<file path="src/rtl/goose_pkg.sv">
// Shared constants for the goose-run display pipeline: state encoding and screen geometry.
package goose_pkg;

    typedef enum logic [1:0] {
        ST_IDLE    = 2'd0,
        ST_RESTART = 2'd1,
        ST_RUN     = 2'd2,
        ST_HIT     = 2'd3
    } state_e;

    localparam logic [9:0] H_LAST = 10'd639;
    localparam logic [9:0] V_LAST = 10'd479;

    // Bean renderer and score are held in reset while the game is not being played.
    function automatic logic holds_game_reset(state_e st);
        return (st == ST_IDLE) || (st == ST_RESTART);
    endfunction

endpackage

</file>
<file path="src/rtl/collision_fsm_if.sv">
// Pixel stream from the renderers into the collision detector, and its control outputs back.
interface collision_fsm_if;

    logic       pix_en;
    logic [9:0] x;
    logic [9:0] y;
    logic       goose;
    logic       bean;

    logic       check_hit;
    logic       game_reset;
    logic [1:0] state;
    logic       hit_frame;

    modport master (
        output pix_en, x, y, goose, bean,
        input  check_hit, game_reset, state, hit_frame
    );

    modport slave (
        input  pix_en, x, y, goose, bean,
        output check_hit, game_reset, state, hit_frame
    );

endinterface

</file>
<file path="src/rtl/btn_sync_edge.sv">
// Two-flop synchroniser for one raw button bit followed by a rising-edge detector.
module btn_sync_edge (
    input  logic clk_i,
    input  logic rst_ni,
    input  logic btn_i,
    output logic rise_o
);

    logic sync1_q, sync1_d;
    logic sync2_q, sync2_d;
    logic prev_q,  prev_d;

    always_comb begin
        sync1_d = btn_i;
        sync2_d = sync1_q;
        prev_d  = sync2_q;
    end

    always_ff @(posedge clk_i or negedge rst_ni) begin
        if (!rst_ni) begin
            sync1_q <= 1'b0;
            sync2_q <= 1'b0;
            prev_q  <= 1'b0;
        end else begin
            sync1_q <= sync1_d;
            sync2_q <= sync2_d;
            prev_q  <= prev_d;
        end
    end

    assign rise_o = sync2_q & ~prev_q;

endmodule

</file>
<file path="src/rtl/collision_fsm.sv">
// Per-frame goose/bean collision detector and game-state sequencer (IDLE, RESTART, RUN, HIT).
module collision_fsm
    import goose_pkg::*;
#(
    parameter int unsigned HIT_MIN      = 4,
    parameter int unsigned GRACE_FRAMES = 30
) (
    input  logic           clk,
    input  logic           reset_n,
    input  logic [1:0]     button,
    collision_fsm_if.slave bus
);

    localparam logic [7:0] HitMinW = 8'(HIT_MIN);
    localparam logic [7:0] GraceW  = 8'(GRACE_FRAMES);

    logic [1:0] btn_rise;
    logic       start;
    logic       fe;
    logic       overlap_px;

    state_e     state_q, state_d;
    logic [7:0] ovl_q, ovl_d;
    logic [7:0] grace_q, grace_d;
    logic       game_reset_q;
    logic       check_hit_q;
    logic       hit_frame_q;

    for (genvar i = 0; i < 2; i++) begin : g_btn
        btn_sync_edge u_btn_sync_edge (
            .clk_i  (clk),
            .rst_ni (reset_n),
            .btn_i  (button[i]),
            .rise_o (btn_rise[i])
        );
    end

    assign start      = |btn_rise;
    assign fe         = bus.pix_en && (bus.x == H_LAST) && (bus.y == V_LAST);
    assign overlap_px = bus.pix_en && bus.goose && bus.bean;

    // The frame-end pixel itself never counts, even when it overlaps.
    always_comb begin
        ovl_d = ovl_q;
        if (fe) begin
            ovl_d = 8'd0;
        end else if (overlap_px && (ovl_q < HitMinW)) begin
            ovl_d = ovl_q + 8'd1;
        end
    end

    always_comb begin
        state_d = state_q;
        unique case (state_q)
            ST_IDLE: begin
                if (start) state_d = ST_RESTART;
            end
            ST_RESTART: begin
                if (fe) state_d = ST_RUN;
            end
            ST_RUN: begin
                if (fe && (grace_q == 8'd0) && (ovl_q >= HitMinW)) state_d = ST_HIT;
            end
            ST_HIT: begin
                if (start) state_d = ST_RESTART;
            end
            default: state_d = ST_IDLE;
        endcase
    end

    // Grace is sampled before this edge's decrement, so the load value covers GRACE_FRAMES frames.
    always_comb begin
        grace_d = grace_q;
        if ((state_q != ST_RUN) && (state_d == ST_RUN)) begin
            grace_d = GraceW;
        end else if ((state_q == ST_RUN) && fe && (grace_q != 8'd0)) begin
            grace_d = grace_q - 8'd1;
        end
    end

    always_ff @(posedge clk or negedge reset_n) begin
        if (!reset_n) begin
            ovl_q   <= 8'd0;
            grace_q <= 8'd0;
        end else begin
            ovl_q   <= ovl_d;
            grace_q <= grace_d;
        end
    end

    always_ff @(posedge clk or negedge reset_n) begin
        if (!reset_n) begin
            state_q      <= ST_IDLE;
            game_reset_q <= 1'b1;
            check_hit_q  <= 1'b0;
            hit_frame_q  <= 1'b0;
        end else begin
            state_q      <= state_d;
            game_reset_q <= holds_game_reset(state_d);
            check_hit_q  <= (state_d == ST_HIT);
            hit_frame_q  <= (state_q == ST_RUN) && (state_d == ST_HIT);
        end
    end

    assign bus.state      = state_q;
    assign bus.game_reset = game_reset_q;
    assign bus.check_hit  = check_hit_q;
    assign bus.hit_frame  = hit_frame_q;

endmodule
</file>
<file path="src/flat_wrapper.sv">
// flat-port wrapper written by rule: the top's interface ports become plain ports
module collision_fsm_flat import goose_pkg::*;
#(
    parameter int unsigned HIT_MIN      = 4,
    parameter int unsigned GRACE_FRAMES = 30
)
  (clk, reset_n, button, bus_pix_en, bus_x, bus_y, bus_goose, bus_bean, bus_check_hit, bus_game_reset, bus_state, bus_hit_frame);
  collision_fsm_if bus_i ();
  input  logic clk;
  input  logic reset_n;
  input  logic [1:0] button;
  input wire logic [$bits(bus_i.pix_en)-1:0] bus_pix_en;
  input wire logic [$bits(bus_i.x)-1:0] bus_x;
  input wire logic [$bits(bus_i.y)-1:0] bus_y;
  input wire logic [$bits(bus_i.goose)-1:0] bus_goose;
  input wire logic [$bits(bus_i.bean)-1:0] bus_bean;
  output wire logic [$bits(bus_i.check_hit)-1:0] bus_check_hit;
  output wire logic [$bits(bus_i.game_reset)-1:0] bus_game_reset;
  output wire logic [$bits(bus_i.state)-1:0] bus_state;
  output wire logic [$bits(bus_i.hit_frame)-1:0] bus_hit_frame;
  assign bus_i.pix_en = bus_pix_en;
  assign bus_i.x = bus_x;
  assign bus_i.y = bus_y;
  assign bus_i.goose = bus_goose;
  assign bus_i.bean = bus_bean;
  assign bus_check_hit = bus_i.check_hit;
  assign bus_game_reset = bus_i.game_reset;
  assign bus_state = bus_i.state;
  assign bus_hit_frame = bus_i.hit_frame;
  collision_fsm #(.HIT_MIN(HIT_MIN), .GRACE_FRAMES(GRACE_FRAMES)) u_core (.clk(clk), .reset_n(reset_n), .button(button), .bus(bus_i));
endmodule
</file>
<file path="config.mk">
export PLATFORM = sky130hd
export DESIGN_NAME = collision_fsm_flat
export DESIGN_NICKNAME = d
export VERILOG_FILES = /design/src/rtl/goose_pkg.sv /design/src/rtl/collision_fsm_if.sv /design/src/rtl/btn_sync_edge.sv /design/src/rtl/collision_fsm.sv /design/src/flat_wrapper.sv
export SDC_FILE = /design/constraint.sdc
export NUM_CORES = 1
export LEC_CHECK = 0
export CORE_ASPECT_RATIO = 0.75
export CORE_MARGIN = 3
export CORE_UTILIZATION = 43
export DETAILED_ROUTE_END_ITERATION = 8
export PLACE_DENSITY = 0.82
export SYNTH_ARGS = -nofsm -noshare
export SYNTH_HDL_FRONTEND = slang
export SYNTH_SLANG_ARGS = --single-unit
</file>
<file path="constraint.sdc">
create_clock -name clk -period 2.15 [get_ports clk]
set_clock_uncertainty 0.2 [all_clocks]
set_input_delay 0.43 -clock clk [delete_from_list [all_inputs] [get_ports clk]]
set_output_delay 0.43 -clock clk [all_outputs]
set_load 0.05 [all_outputs]
</file>
=== Word level (Yosys, flattened, before mapping) ===
Index checks and enable logic that the tools add are counted.
Widths: inputs -> output; s select.

* Register bits: 27
* Latch bits: 0
* RAM bits: 0
* Memory bits (read-only): 0
* Bits of input ports: 27
* Output and inout bits: 5
* Logic and storage cells: 57
* Memories kept: 0

* $add $sub $neg: 2
* Multipliers: 0
* Divide/modulo/power cells: 0
* Order comparisons: 2
* Equality and inequality tests: 9
* Shift operators: 0
* Muxes and demuxes: 8
* Bitwise operators: 4
* Reduce and logical (&&, ||, !) cells: 20

{| class="wikitable"
|+ Operator list
! kind !! number
|-
| $mux 8 || 4
|-
| $logic_and 1x1->1 || 11
|-
| $eq 10x10->1 const B || 1
|-
| $eq 10x9->1 const B || 1
|-
| $add 8x1->8 const B || 1
|-
| $eq 2x2->1 const B || 4
|-
| $ge 8x3->1 const B || 1
|-
| $logic_not 8->1 || 1
|-
| $lt 8x3->1 const B || 1
|-
| $reduce_bool 8->1 || 1
|-
| $sub 8x1->8 const B || 1
|-
| $mux 2 || 3
|-
| $pmux 2 s3 || 1
|-
| $eq 2x1->1 const B || 2
|-
| $logic_not 2->1 || 2
|-
| $reduce_bool 2->1 || 2
|-
| $reduce_or 2->1 || 2
|-
| $and 1x1->1 || 2
|-
| $ne 2x2->1 const B || 1
|-
| $not 1->1 || 2
|-
| $logic_or 1x1->1 || 1
|}

=== Longest topological paths before layout ===
Gate-level depths: netlist of run 1.

* Word-level depth: 10
* Mapped depth: 7

=== By module ===
From an unflattened synthesis of run 1, not the netlist that was laid out.

* Cells, all modules: 119
* Area, all modules: 1341.3 um2

{| class="wikitable"
|+ By module, submodules not included
! module !! instances !! cells an instance !! area each (um2)
|-
| collision_fsm || 1 || 111 || 1163.6
|-
| btn_sync_edge || 2 || 4 || 88.8
|}

=== Least setup slack after synthesis of run 1 ===
Ideal clock, no wire load.

* Path kind: register to register
* Start: register u_core.state_q[1], in the netlist u_core.bus.state[1]
* End: register u_core.grace_q[2]
* Library setup time: 71 ps
* Arrival time: 2024 ps
* Data required time: 1879 ps
* Slack: -146 ps
* Stages on the path, launching flop included: 7
* Path buffers: 1
* Cell sequence: dfrtp_1 -> ha_1 -> nand3_1 -> or3b_4 -> buf_4 -> or3_1 -> nand3_1

* Longest elaborated chain between the ends: 6

{| class="wikitable"
|+ RTL lines
! what !! line !! source
|-
| start: declaration || collision_fsm.sv:22 || <nowiki>state_e state_q, state_d;</nowiki>
|-
| start signal: assignment || collision_fsm.sv:98 || <nowiki>state_q <= state_d;</nowiki>
|-
| $eq 2x2->1 / $logic_not 2->1 (equally long branches) || collision_fsm.sv:54 || <nowiki>unique case (state_q)</nowiki>
|-
| $reduce_or 2->1 (no line) || n/a ||
|-
| $pmux 2 s3 || collision_fsm.sv:54 ||
|-
| $eq 2x2->1 || collision_fsm.sv:74 || <nowiki>if ((state_q != ST_RUN) && (state_d == ST_RUN)) begin</nowiki>
|-
| $logic_and 1x1->1 || collision_fsm.sv:74 ||
|-
| $mux 8 / $reduce_bool 2->1 (equally long branches) || n/a ||
|-
| end signal: assignment || collision_fsm.sv:87 || <nowiki>grace_q <= grace_d;</nowiki>
|-
| end: declaration || collision_fsm.sv:24 || <nowiki>logic [7:0] grace_q, grace_d;</nowiki>
|}

Several ways; a longest one is shown, not always the timed one.
A chain may end at the register's enable or synchronous reset.

=== Worst setup path after layout of run 1 ===
* Start: register u_core.grace_q[5]
* End: register u_core.hit_frame_q, in the netlist u_core.bus.hit_frame

* Longest elaborated chain between the ends: 7

{| class="wikitable"
|+ RTL lines
! what !! line !! source
|-
| $logic_not 8->1 || collision_fsm.sv:62 || <nowiki>if (fe && (grace_q == 8'd0) && (ovl_q >= HitMinW)) state_d = ST_HIT;</nowiki>
|-
| $logic_and 1x1->1 (2 in a row) || collision_fsm.sv:62 ||
|-
| $mux 2 || collision_fsm.sv:62 ||
|-
| $pmux 2 s3 || collision_fsm.sv:54 ||
|-
| named net u_core.state_d[0] || collision_fsm.sv:22 ||
|-
| $eq 2x2->1 || collision_fsm.sv:101 || <nowiki>hit_frame_q <= (state_q == ST_RUN) && (state_d == ST_HIT);</nowiki>
|-
| $logic_and 1x1->1 || collision_fsm.sv:101 ||
|-
| end signal: assignment || collision_fsm.sv:101 ||
|-
| end: declaration || collision_fsm.sv:27 || <nowiki>logic hit_frame_q;</nowiki>
|}

The timed path passes the listed nets, and every way through them passes these cells.

==> results list, run 1 <==
- The via count of the first global-routing pass is 1,196.
- HPWL after DPL: 2364 um
* Max-cap check violation count: 0
- met2 is the most crowded layer.
- The number of antenna violations at the first check in global routing was 0.
- Synthesis inferred 27 register bits.
- In this run the cell area of the synthesized design comes to 1316 um^2.
- The max-slew violation count was 0.
* Row count: 16
- After detailed routing, the average wire length per cell comes to 15.34 um.
- Buffers placed on the I/O ports in this run total 31.
- Area inside the core boundary: 2763 um^2
- Subtracting the final worst setup slack from the clock period gives 2133 ps.
- From bottom edge to top edge, the die measures 53.92 um.
- Hold WC Path Type: flip-flop to flip-flop
- Data on the critical path is required at its endpoint by 2170 ps.
* Initial Util: 47.64%
* Starting DRC count in detailed routing: 54
* Count of antenna diodes in the layout: 0
* Layout filler cell count: 209
* Slowest Stage Delay on Critical Path: 560 ps
- Total iterations of the first detailed-routing run: 4
* Worst slew pin tran: 701.0 ps
- Together, buffers and inverters on the worst path number 0.
- Area Growth Syn to Fin: 42.59%
* Sequential cell area: 679.4 um^2
- In this run the worst path has a maximum fanout of 3.
- Yosys warnings: 0
* Normalized max-slew margin: 52.67%
- The share of total power dissipated in the clock network is 16.9%.
- In this run the number of H-tree levels came out at 1.
- For this run, global-route usage on met2 was measured as 34.01%.
* Internal cell power: 1.070 mW
- STA classifies the critical path endpoint as a flip-flop.
* Worst EP arrival: 2150 ps
* Overall power of the completed layout: 1.745 mW
- Traced cell by cell, the critical path runs through or4_4, nor4b_4, nand4_1, o211ai_1, o211a_1.
- Synth Flop Type: sky130_fd_sc_hd__dfrtp_1
- Multi-input logic area: 649.4 um^2
- After global routing the overflow that remains totals 0.
* Outcome: complete, no violations
- In this run, flip-flops and latches consume 39.7% of the power.
- Largest delay contributor family on the critical path: simple AND/OR/NAND/NOR gates
* Die outline width: 69.89 um
* Clock root buffer: sky130_fd_sc_hd__clkbuf_8
* Post-Syn Instances: 117
* Leading cell types by total area after synthesis: sky130_fd_sc_hd__dfrtp_1, sky130_fd_sc_hd__ha_1, sky130_fd_sc_hd__nand4b_4
- Crit share post-route: 99.23%
- Sequential share of the synthesized area: 51.43%
* Reported net switching power: 0.6755 mW
- Critical-path top delay cell: sky130_fd_sc_hd__or4_4
* Hold buffers post-CTS: 0
* Last weighted congestion value of the routability-driven placer: 0.8120
- Across all hold checks on the routed design, the worst slack comes to 161.0 ps.
* Critical path class: flip-flop to flip-flop
* Share of the synthesized area in the top cell type: 49.43%
- Power per cell area: 929.9 nW/um^2
- In the global route stage, met3 resource usage came out at 6.530%.
* Final Setup Violations: 0
- Setup repair after global routing could not meet its margin everywhere.
* Number of clock sinks seen by CTS: 27
- Most instantiated library cell after synthesis: sky130_fd_sc_hd__dfrtp_1
- The first global-routing pass estimated 5340 um of wire.
- The count of nets left with antenna violations once routing finished came out at 0.
- Post-synthesis async set-or-reset flop share: 100.0%
- Clock-pin slew was measured on the worst setup and hold paths at 90 ps.
* Maximum achievable frequency: 0.4687 GHz
* Startpoint class of the critical path: flip-flop
* Floorplan die area: 3768 um^2
* Fraction of final layout cells with drive strength greater than 1: 27.22%
- Detailed-route via count: 1,109
* Dominant cell type by area after synthesis: sky130_fd_sc_hd__dfrtp_1
- Met1 Resource Use GR: 19.65%
- Number of buffers created by CTS: 3
- Number of endpoints with negative hold slack in the final report: 0
- For this design the top-level I/O count stands at 32.
- Synth Area per Inst: 11.25 um^2
* Number of nets in the final layout: 203
* Number of buffers on the longest clock path: 2
- Mean number of vias per cell: 5.410
- Net switching is 38.71% of the power.
- Per report_power, the combinational group accounts for 43.4% of the total.
* DR DRC count: 0
- Summed over all cells, the static leakage comes to 0.8621 nW.
- Distinct cell type count of the synthesized netlist: 37
* Maximum number of pins on one net before global-route repair: 28
- When the netlist entered floorplanning its net count stood at 150.
* Final wirelength: 3144 um
- Number of flops mapped to enable cells by yosys: 0
* TritonCTS clock tree: done
* Peak VDD IR: 0.6114 mV
* Cell types with the highest counts after synthesis: sky130_fd_sc_hd__dfrtp_1, sky130_fd_sc_hd__inv_1, sky130_fd_sc_hd__and2_1, sky130_fd_sc_hd__ha_1, sky130_fd_sc_hd__or3_1
- Total GRT Usage: 19.26%
- The later pin in the worst-skew pair is clocked with a latency of 280 ps.
path summary, 6_finish.rpt:
check                                                         from                                      to  slack [ps]  cells after the start
min in group asynchronous                                  reset_n                         u_core.ovl_q[2]         310                      2
hold reg to reg            u_core.g_btn[0].u_btn_sync_edge.sync1_q  u_core.g_btn[0].u_btn_sync_edge.prev_d         160                      0
max in group asynchronous                                  reset_n                   u_core.bus.game_reset        1150                      2
setup reg to reg                                 u_core.grace_q[5]                    u_core.bus.hit_frame          20                      5
hold / removal             u_core.g_btn[0].u_btn_sync_edge.sync1_q  u_core.g_btn[0].u_btn_sync_edge.prev_d         160                      0
setup / recovery                                 u_core.grace_q[5]                    u_core.bus.hit_frame          20                      5
layer usage:
layer | vias up | wire (um) | part of all wire, %
met5 | - | 0 | 0
met4 | 0 | 170 | 5.4
met3 | 16 | 196 | 6.2
met2 | 43 | 1559 | 50
met1 | 521 | 1217 | 39
li1 | 529 | - | -
layout make-up:
class                   instances  area share, %
clock buffers                   3          2.200
flip-flops and latches         27          36.20
multi-input cells              79          34.60
well taps                      36          2.400
clock inverters                 1         0.4000
inverters                      11          2.200
repair buffers                 48          22.00
per-stage QoR:
| step | TNS [ps] | instances | worst slack [ps] | area, um^2 | utilization [%] |
|---|---|---|---|---|---|
| 5_1_grt | -157.5 | 205 | -97.94 | 1877 | 67.93 |
| 3_3_place_gp | -4734 | 196 | -467.1 | 1757 | 63.59 |
| 2_1_floorplan | -109.3 | 117 | -39.68 | 1319 | - |
| 3_5_place_dp | -5752 | 196 | -553.7 | 1757 | 63.59 |
| 4_1_cts | -11.15 | 205 | -7.268 | 1863 | 67.44 |
| 6_report | 0 | 205 | 16.54 | 1877 | 67.93 |
cell usage in the layout, fill, tap and decap left out, types with 2 or more instances in the layout:
cell | synthesis | layout
sky130_fd_sc_hd__nand2_1 | 4 | 4
sky130_fd_sc_hd__clkdlybuf4s50_1 | 0 | 7
sky130_fd_sc_hd__or3_1 | 6 | 6
sky130_fd_sc_hd__dfrtp_2 | 0 | 2
sky130_fd_sc_hd__o31ai_1 | 3 | 2
sky130_fd_sc_hd__or3b_4 | 1 | 2
sky130_fd_sc_hd__ha_1 | 6 | 5
sky130_fd_sc_hd__nor2b_1 | 4 | 3
sky130_fd_sc_hd__a21oi_1 | 5 | 4
sky130_fd_sc_hd__nand4b_4 | 2 | 2
sky130_fd_sc_hd__o21ai_0 | 5 | 5
sky130_fd_sc_hd__buf_4 | 1 | 19
sky130_fd_sc_hd__dfrtp_1 | 26 | 24
sky130_fd_sc_hd__nor2_1 | 4 | 4
sky130_fd_sc_hd__nand4_1 | 2 | 2
sky130_fd_sc_hd__and2_1 | 6 | 6
sky130_fd_sc_hd__nand3_1 | 5 | 4
sky130_fd_sc_hd__or4_1 | 4 | 2
sky130_fd_sc_hd__or4_4 | 0 | 2
sky130_fd_sc_hd__o211ai_1 | 2 | 2
sky130_fd_sc_hd__inv_1 | 11 | 10
sky130_fd_sc_hd__xnor2_1 | 2 | 2
sky130_fd_sc_hd__clkbuf_8 | 0 | 3
sky130_fd_sc_hd__dlygate4sd2_1 | 0 | 14
sky130_fd_sc_hd__clkdlybuf4s15_1 | 0 | 5
state kept, by name (all words and copies together), names as in the netlist:
| register | count |
|---|---|
| u_core.bus.check_hit | 1 |
| u_core.bus.game_reset | 1 |
| u_core.bus.hit_frame | 1 |
| u_core.bus.state | 2 |
| u_core.g_btn.u_btn_sync_edge.prev_d | 2 |
| u_core.g_btn.u_btn_sync_edge.prev_q | 2 |
| u_core.g_btn.u_btn_sync_edge.sync1_q | 2 |
| u_core.grace_q | 8 |
| u_core.ovl_q | 8 |
timing repair:
item	in CTS	in global routing
resized for setup	38	6
setup buffers	5	0
endpoints found under the setup margin	10	9
gates cloned	1	0
pin swaps	13	8
kinds of logic (layout without fill, tap and decap cells):
logic type | count (synthesis) | count (layout) | synth area share, %
simple gates | 48 | 49 | 26.24
flops | 27 | 27 | 51.43
compound gates | 21 | 21 | 10.84
buf+inv | 12 | 63 | 3.707
fa+ha+maj | 6 | 6 | 5.703
xor+xnor | 2 | 2 | 1.331
mux | 1 | 1 | 0.7605
power by group through the flow:
| stage | clock network [mW] | logic (mW) | registers (mW) |
|---|---|---|---|
| after floorplan | 0 | 0.337 | 0.803 |
| after global placement | 0 | 0.689 | 0.691 |
| after detailed placement | 0 | 0.728 | 0.698 |
| after CTS | 0.304 | 0.742 | 0.691 |
| after global routing | 0.330 | 0.843 | 0.707 |
| final | 0.295 | 0.758 | 0.692 |
(Power assumes the default switching activity.)
==> run 2, diff against run 1 <==
--- a/config.mk
+++ b/config.mk
@@ -7,9 +7,9 @@
 export LEC_CHECK = 0
 export CORE_ASPECT_RATIO = 0.75
 export CORE_MARGIN = 3
-export CORE_UTILIZATION = 43
+export CORE_UTILIZATION = 25
 export DETAILED_ROUTE_END_ITERATION = 8
-export PLACE_DENSITY = 0.82
+export PLACE_DENSITY = 0.56
 export SYNTH_ARGS = -nofsm -noshare
 export SYNTH_HDL_FRONTEND = slang
 export SYNTH_SLANG_ARGS = --single-unit
==> constraint.sdc (replaced) <==
create_clock -name clk -period 2.15 [get_ports clk]
set_clock_uncertainty 0.2 [all_clocks]
set_input_delay 0.215 -clock clk [delete_from_list [all_inputs] [get_ports clk]]
set_output_delay 0.215 -clock clk [all_outputs]
set_load 0.05 [all_outputs]
==> results list, run 2 (synthesis results as in run 1) <==
* Setup repair after global routing missed its margin: yes
- The placeable core region is 4982 um^2 (+80%).
- From synthesis to final layout, the design area changed by 48.19%.
- Global-route congestion overflow total: 0 (unchanged)
- Number of max-slew violations in the final report: 0 (unchanged)
* Boundary pin count: 32 (unchanged)
- The slack of the worst reg-to-reg path is 40 ps (+20 ps).
- Total GRT Usage: 10.21% (-9.1 points)
* Startpoint class of the critical path: flip-flop
- The min-delay analysis places its worst path in the category primary input to asynchronous set/reset pin.
- Number of antenna violations at the first check in global routing: 0 (unchanged)
* H-Tree Level Count: 1 (unchanged)
- Overall power of the completed layout: 1.762 mW (+0.95%)
- The total number of vias came to 1,075 (-3.1%).
- Initial Util: 26.42% (-21 points)
* Worst Path Max Fanout: 8 (+5)
- Number of buffers created by CTS: 3 (unchanged)
* Fraction of final layout cells with drive strength greater than 1: 22.29% (-4.9 points)
- IO buf count: 31 (unchanged)
- Final Setup Violations: 0 (unchanged)
* Number of global-route vias before repair: 1,092 (-8.7%)
- The count of cells along the worst register-to-register path was 6 (+1).
- The area of the die came to 6181 um^2 (+64%).
* Outcome: complete, no violations
- Critical path class: flip-flop to flip-flop
- DR DRC count: 0 (unchanged)
* HPWL after DPL: 2326 um (-1.6%)
- The fmax came to 0.4735 GHz (+1.0%).
* Clock insertion delay at the later pin of the skew report: 270 ps (about the same)
- The power density over cell area is 903.2 nW/um^2 (-2.9%).
- The slew at the pin closest to its max-slew limit came to 597.6 ps (-103.4 ps).
- The total non-filler cell area in the finished layout was 1951 um^2 (+3.9%).
* Crit share post-route: 98.23% (-1.0 points)
- Setup_tns: 0 ps (unchanged)
- Post-CTS clock slew at the launch and capture registers of the worst setup and hold paths: 90 ps (about the same)
- Largest registers: u_core.grace_q x8, u_core.ovl_q x8
- Last weighted congestion value of the routability-driven placer: 0.8097 (-0.28%)
- The average vias per placed instance came to 4.517 (-17%).
- The average wire per cell in the routed design is 12.71 um (-17%).
* Commonest non-fill, non-tap cell in the layout: sky130_fd_sc_hd__dfrtp_1
- The endpoint required time on the critical path came to 2110 ps (-60 ps).
- Number of nets in the final layout: 200 (-1.5%)
- The tree is rooted in a sky130_fd_sc_hd__clkbuf_8.
- The width of the die is 89.79 um (+28%).
- The initial DRC count is 32 (-41%).
- Area of placed instances: 1802 um^2 (+2.6%)
* Total iterations of the first detailed-routing run: 4 (unchanged)
* Slowest Stage Delay on Critical Path: 570 ps (about the same)
- The number of buffers between clock root and the deepest sink is 2 (unchanged).
- Peak VDD IR: 0.3191 mV (-48%)
* Number of clock sinks seen by CTS: 27 (unchanged)
* Worst EP arrival: 2070 ps (-80 ps)
- Top library cells by usage in the layout, fill and taps aside: sky130_fd_sc_hd__dfrtp_1, sky130_fd_sc_hd__clkdlybuf4s50_1, sky130_fd_sc_hd__buf_4
- Wire length of the first global-routing pass: 5030 um (-5.8%)
- The count of final hold-check violations came to 0 (unchanged).
- Number of nets still failing antenna checks after routing: 0 (unchanged)
- Critical-path top delay cell: sky130_fd_sc_hd__or4_4
* Worst flop-to-flop path endpoint: u_core.grace_q[0]
* Floorplan die height: 68.84 um (+28%)
- Type of destination of the critical path: flip-flop
- The critical path goes through or4_4, nor4b_4, or3b_4, buf_6, xnor2_2, nor2_1.
- Final wirelength: 3026 um (-3.8%)
- Final Critical Period: 2112 ps (-21.50 ps)
* Count of antenna diodes in the layout: 0 (unchanged)
* Maximum number of pins on one net before global-route repair: 28 (unchanged)
- Row count: 22 (+6)
- TritonCTS built the clock tree.
* Normalized max-slew margin: 59.66% (+7.0 points)
* Leakage power: 0.9323 nW (+8.1%)
- In this run the critical register-to-register path is launched from u_core.grace_q[3].
- Max-cap check violation count: 0 (unchanged)
==> run 2: final cells by class <==
| type | count | area, um^2 |
|---|---|---|
| Fill cell | 480 | 3032 |
| Clock buffer | 4 | 45.04 |
| Inverter | 11 | 41.29 |
| Tap cell | 72 | 90.09 |
| Timing Repair Buffer | 46 | 460.4 |
| Sequential cell | 27 | 679.4 |
| Multi-Input combinational cell | 78 | 634.4 |
==> run 2: layer usage <==
layer,part of all wire (%),global-route usage [%],vias up
met5,0,0,-
met4,0,1.147,0
met3,2.9,3.037,0
met2,51,18.26,12
met1,46,12.85,541
li1,-,-,522
==> run 2: stage by stage <==
stage | std cells | hold slack (ps) | util, % | setup slack [ps]
floorplan | 117 | -280.6 | - | 30.85
detailed placement | 231 | 137.1 | 36.16 | -308.7
CTS | 238 | 131.9 | 37.72 | 1.141
global route | 238 | 149.1 | 39.15 | -51.62
finish | 238 | 117.2 | 39.15 | 38.04
global placement | 231 | 136.4 | 36.16 | -262.5
==> run 2: what timing repair did <==
item	4_1_cts	5_1_grt
hold buffers	0	0
resized for setup	2	24
pin swaps	4	6
setup endpoints to repair	5	10
buffers inserted	3	1
==> run 2: report_power, final <==
group          internal (mW)  leakage (nW)  switching (mW)
clock                  0.133        0.0228           0.150
combinational          0.347         0.582           0.442
sequential             0.619         0.328          0.0708
==> run 2: worst max path at each step <==
stage,to,cells past startpoint,slack (ps),start
after floorplan,u_core.grace_q[2],6,30,u_core.bus.state[1]
after global placement,u_core.grace_q[5],6,-260,bus_y[3]
after detailed placement,u_core.grace_q[7],6,-310,bus_y[3]
after CTS,u_core.bus.hit_frame,6,1,u_core.grace_q[3]
after global routing,u_core.bus.hit_frame,5,-50,u_core.grace_q[3]
final,u_core.grace_q[0],6,40,u_core.grace_q[3]
==> run 2: critical path: cells and delay by family, from the launching register on <==
kind / cells / cell delay, ps
flip-flops: 1 / 400
XOR/XNOR: 1 / 110
AND/OR/NAND/NOR: 4 / 1160
buffers and inverters: 1 / 140
==> run 3, diff against run 2 <==
--- a/config.mk
+++ b/config.mk
@@ -9,7 +9,7 @@
 export CORE_MARGIN = 3
 export CORE_UTILIZATION = 25
 export DETAILED_ROUTE_END_ITERATION = 8
-export PLACE_DENSITY = 0.56
+export PLACE_DENSITY = 0.6
 export SYNTH_ARGS = -nofsm -noshare
 export SYNTH_HDL_FRONTEND = slang
 export SYNTH_SLANG_ARGS = --single-unit
==> results list, run 3 (synthesis results as in run 1) <==
- The maximum number of pins on one net before global-route repair is 28 (unchanged).
- The tree is rooted in a sky130_fd_sc_hd__clkbuf_8.
- The placed wire-length estimate was 2348 um (+0.93%).
* Area of placed instances: 1799 um^2 (-0.14%)
- Internal cell power: 1.115 mW (+1.5%)
- H-Tree Level Count: 1 (unchanged)
- DR DRC count: 0 (unchanged)
- Setup repair after global routing could not meet its margin everywhere.
- The endpoint required time on the critical path was 2170 ps (+60 ps).
- Final wirelength: 3106 um (+2.6%)
* Final Critical Period: 2125 ps (+12.69 ps)
- The final core area utilization came to 39.43% (+0.28 points).
* Startpoint class of the critical path: flip-flop
* Critical-path top delay cell: sky130_fd_sc_hd__or4_4
* Die outline width: 89.79 um (unchanged)
- Leaving out fill and tap cells, the most frequent cell in the layout is sky130_fd_sc_hd__dfrtp_1.
- The run finished with clean final reports.
- The final worst-path setup slack came to 25.35 ps (-12.69 ps).
* Number of buffer and inverter stages on the critical path: 0 (-1)
* Number of clock sinks seen by CTS: 27 (unchanged)
- The area of the die was 6181 um^2 (unchanged).
- The initial DRC count came to 52 (+63%).
- Slowest Stage Delay on Critical Path: 560 ps (about the same)
* Worst EP arrival: 2140 ps (+70 ps)
* Number of buffers on the longest clock path: 2 (unchanged)
* TritonCTS clock tree: done
- The setup slack at placement was -321.9 ps (-13.25 ps).
* IO buf count: 31 (unchanged)
- The remaining antenna violation count after routing was 0 (unchanged).
- Count of antenna diodes in the layout: 0 (unchanged)
* Area of all placed cells without fillers: 1964 um^2 (+0.71%)
* Initial Util: 26.42% (unchanged)
* Clock network fraction of total power: 16.0% (about the same)
* Fraction of power spent switching nets: 38.10% (+0.48 points)
- Max-cap check violation count: 0 (unchanged)
- The net switching power came to 0.6864 mW (+3.6%).
* Flop pwr share: 38.9% (-0.3 points)
- Number of global-route vias before repair: 1,088 (-0.37%)
* Maximum achievable frequency: 0.4707 GHz (-0.60%)
* Largest delay contributor family on the critical path: simple AND/OR/NAND/NOR gates
* Number of nets in the final layout: 198 (-1.0%)
- The max-slew violation count was 0 (unchanged).
- The number of top-level pins is 32 (unchanged).
- Total iterations of the first detailed-routing run: 4 (unchanged)
* Peak VDD IR: 0.2840 mV (-11%)
* Wire length of the first global-routing pass: 5071 um (+0.82%)
- Largest registers: u_core.grace_q x8, u_core.ovl_q x8
* Total GRT Usage: 10.34% (+0.13 points)
* Number of antenna violations at the first check in global routing: 0 (unchanged)
* Floorplan die height: 68.84 um (unchanged)
- The CTS clock-pin slew for the worst setup and hold paths was 100 ps (about the same).
- Walking the worst path, the cells encountered are or4_4, nor4b_4, nand4_1, o211ai_1, o211a_1.
- The average vias per placed instance was 4.585 (+1.5%).
- Crit share post-route: 98.82% (+0.59 points)
- The number of buffers created by CTS came to 3 (unchanged).
* Global-route congestion overflow total: 0 (unchanged)
- The count of endpoints failing setup in the final report is 0 (unchanged).
- Area inside the core boundary: 4982 um^2 (unchanged)
- The part of the power in combinational logic was 45.1% (+0.3 points).
- The worst relative slew slack came to 61.56% (+1.9 points).
- Leakage power: 0.9268 nW (-0.59%)
- Clock insertion delay at the later pin of the skew report: 260 ps (about the same)
- The routability-driven placement congestion ratio came to 0.8217 (+1.5%).
- The power density over cell area came to 917.2 nW/um^2 (+1.5%).
* Detailed-route via count: 1,082 (+0.65%)
- The critical path is of the flip-flop to flip-flop type.
* Row count: 22 (unchanged)
- Hold WC Path Type: primary input to asynchronous set/reset pin
- The count of final hold-check violations is 0 (unchanged).
* Worst Path Max Fanout: 3 (-5)
* Worst slew pin tran: 569.4 ps (-28.15 ps)
- Area Growth Syn to Fin: 49.24%
- Overall power of the completed layout: 1.802 mW (+2.3%)
- Routed wire per std cell: 13.16 um (+3.5%)
- Fraction of final layout cells with drive strength greater than 1: 23.78% (+1.5 points)
- Type of destination of the critical path: flip-flop
- Top library cells by usage in the layout, fill and taps aside: sky130_fd_sc_hd__dfrtp_1, sky130_fd_sc_hd__clkdlybuf4s50_1, sky130_fd_sc_hd__dlymetal6s2s_1, sky130_fd_sc_hd__buf_4, sky130_fd_sc_hd__inv_1
==> run 3: changes by cell type in the layout (fill, tap and decap cells not counted), sizes merged <==
cell | previous run | this run
buf | 15 | 13
==> run 3: final timing paths <==
check                                                             start                                endpoint  slack, ps  cells past startpoint
worst min-delay path                                            reset_n                     u_core.bus.state[0]        110                      2
worst min register to register  u_core.g_btn[0].u_btn_sync_edge.sync1_q  u_core.g_btn[0].u_btn_sync_edge.prev_d        160                      0
min in group clk                u_core.g_btn[0].u_btn_sync_edge.sync1_q  u_core.g_btn[0].u_btn_sync_edge.prev_d        160                      0
max in group asynchronous                                       reset_n                   u_core.bus.game_reset       1340                      2
worst max-delay path                                  u_core.grace_q[3]                    u_core.bus.hit_frame         30                      5
worst max register to register                        u_core.grace_q[3]                    u_core.bus.hit_frame         30                      5
==> run 3: repair_timing <==
item | in CTS | in global routing
setup endpoints to repair | 8 | 10
endpoints found under the hold margin | 0 | 0
pin swaps | 5 | 7
resized for setup | 2 | 26
setup buffers | 3 | 1
hold buffers | 0 | 0
==> run 3: power by group through the flow <==
stage | Sequential, mW | Combinational, mW | Clock [mW]
4_1_cts | 0.697 | 0.746 | 0.298
2_1_floorplan | 0.803 | 0.337 | 0
6_report | 0.702 | 0.812 | 0.288
3_5_place_dp | 0.705 | 0.704 | 0
5_1_grt | 0.718 | 0.885 | 0.318
3_3_place_gp | 0.700 | 0.669 | 0
==> run 3: stage by stage <==
step	TNS, ps	hold slack (ps)	instances
after floorplan	0	-280.6	117
after global placement	-1732	134.2	229
after detailed placement	-2083	143.2	229
after CTS	-47.23	124.6	236
after global routing	-277.8	159.3	236
final	0	106.1	236
==> run 3: routing by layer <==
metal / global-route usage (%) / routed length, um
met3: 1.952 / 58
met5: 0 / 0
met4: 3.633 / 36
met2: 18.07 / 1539
met1: 13.16 / 1473
==> run 3: area by class of cell <==
| type | instances | area [um^2] |
|---|---|---|
| Multi-Input combinational cell | 78 | 658.1 |
| Clock buffer | 4 | 45.04 |
| Sequential cell | 27 | 679.4 |
| Inverter | 11 | 41.29 |
| Timing Repair Buffer | 44 | 450.4 |
| Tap cell | 72 | 90.09 |
| Fill cell | 465 | 3018 |
==> RTL change (config.mk and constraints of run 3) <==
`GRACE_FRAMES` is set to 30 in 2 places; all go to 15.
--- a/src/rtl/collision_fsm.sv
+++ b/src/rtl/collision_fsm.sv
@@ -3,7 +3,7 @@
     import goose_pkg::*;
 #(
     parameter int unsigned HIT_MIN      = 4,
-    parameter int unsigned GRACE_FRAMES = 30
+    parameter int unsigned GRACE_FRAMES = 15
 ) (
     input  logic           clk,
     input  logic           reset_n,
--- a/src/flat_wrapper.sv
+++ b/src/flat_wrapper.sv
@@ -2,7 +2,7 @@
 module collision_fsm_flat import goose_pkg::*;
 #(
     parameter int unsigned HIT_MIN      = 4,
-    parameter int unsigned GRACE_FRAMES = 30
+    parameter int unsigned GRACE_FRAMES = 15
 )
   (clk, reset_n, button, bus_pix_en, bus_x, bus_y, bus_goose, bus_bean, bus_check_hit, bus_game_reset, bus_state, bus_hit_frame);
   collision_fsm_if bus_i ();
Behaviour: no difference found for any inputs over 10 cycles, from zero or initial values and one cycle with reset_n low; that may be too few to reach the edited logic, so the function may still have changed.
==> RTL change against run 3 <==
Power shrank 7.3%; sequential share of layout area up 1.7 points; area after synthesis rose by 0.29%; setup slack lost 0.018 ns; final area down 4.6%; via count decreased by 4.0%; synthesized cell count stayed put; sequential cell count unchanged; clock power down 2%; wire length is 7.2% lower; critical endpoint unchanged.
==> RTL change: results (changes against run 3) <==
worst_pin_slew_ns: 0.570  # was 0.569 ns
outcome: "finished, final reports clean"  # unchanged
post_cts_buffers: 1  # was 3
ir_drop_uv: 370  # was 284 µV
viasPerCell: 4.44  # was 4.58
synth-seq-area-share_pct: 51.3  # was 51.4%
first_iter_violations: 24  # was 52
drtPass1Iterations: 4  # unchanged
drive_gt1_share_pct: 15.4  # was 23.8%
crit_arrival_ns: 2.16  # was 2.14 ns
place.gp.congestion: 0.707  # was 0.822
grt_pass1_vias: 1057  # was 1,088
reg2reg_slack_ns: 0.007  # was 0.03 ns
routed_wl_mm: 2.88  # was 3.11 mm
antenna_found_initial: 0  # unchanged
synth_common_cells: "dfrtp_1, inv_1"  # was dfrtp_1, inv_1, and2_1, ha_1, or3_1
worstSkewPairLatency_ns: 0.27
synthXorXnorAreaFrac_pct: 1.33  # about the same
postPlaceCellArea_um2: 1790  # was 1800 µm²
ys_top_cells_by_area: "dfrtp_1, ha_1, nand4b_4"  # unchanged
final_nets: 196  # was 198
crit_path_max_fanout: 3  # unchanged
start_util_pct: 26.5  # was 26.4%
grt_first_pass_wirelength_mm: 4.86  # was 5.07 mm
post_cts_resized: 4  # was 2
cpPeakStageDelay_ns: 0.57
leakage_nw: 0.873  # was 0.927 nW
synthAdderAreaFrac_pct: 5.69  # was 5.70%
grt.total_usage_pct: 9.94  # was 10.3%
synth-compound-area-share_pct: 11.2  # was 10.8%
fmax_ghz: 0.467  # was 0.471 GHz
hpwl_mm: 2.35  # about the same
dp_worst_setup_slack_ns: -0.289  # was -0.322 ns
wl_per_cell_um: 12.3  # was 13.2 µm
synth.area.mux_share_pct: 0.758  # was 0.760%
fillCellCount: 488  # was 465
path_clk_slew_ns: 0.09
critPathLaunch: "u_core.grace_q[3]"  # unchanged
whs_ns: 0.106  # about the same
## RTL change: changes by cell type after synthesis, sizes merged
cell / before / now
nor2: 4 / 3
nand3: 5 / 4
a21oi: 5 / 6
nand2: 4 / 5
## RTL change: layer usage
| metal | vias to the layer above | wire length [µm] | track usage [%] |
|---|---|---|---|
| li1 | 515 | - | - |
| met4 | 0 | 9 | 2.86 |
| met2 | 17 | 1420 | 17.8 |
| met5 | - | 0 | 0 |
| met1 | 505 | 1370 | 12.3 |
| met3 | 2 | 82 | 2.39 |
## RTL change: cell type report
cell class | instances | area [µm²] | share of cell area [%]
Inverter | 11 | 41.3 | 2.20
Multi-Input combinational cell | 78 | 609 | 32.5
Tap cell | 72 | 90.1 | 4.81
Clock buffer | 4 | 45.0 | 2.40
Sequential cell | 27 | 679 | 36.2
Timing Repair Buffer | 42 | 409 | 21.8
## RTL change: report_power, final
part	internal (mW)	switching [mW]
Clock	0.133	0.150
Combinational	0.312	0.403
Sequential	0.606	0.0666
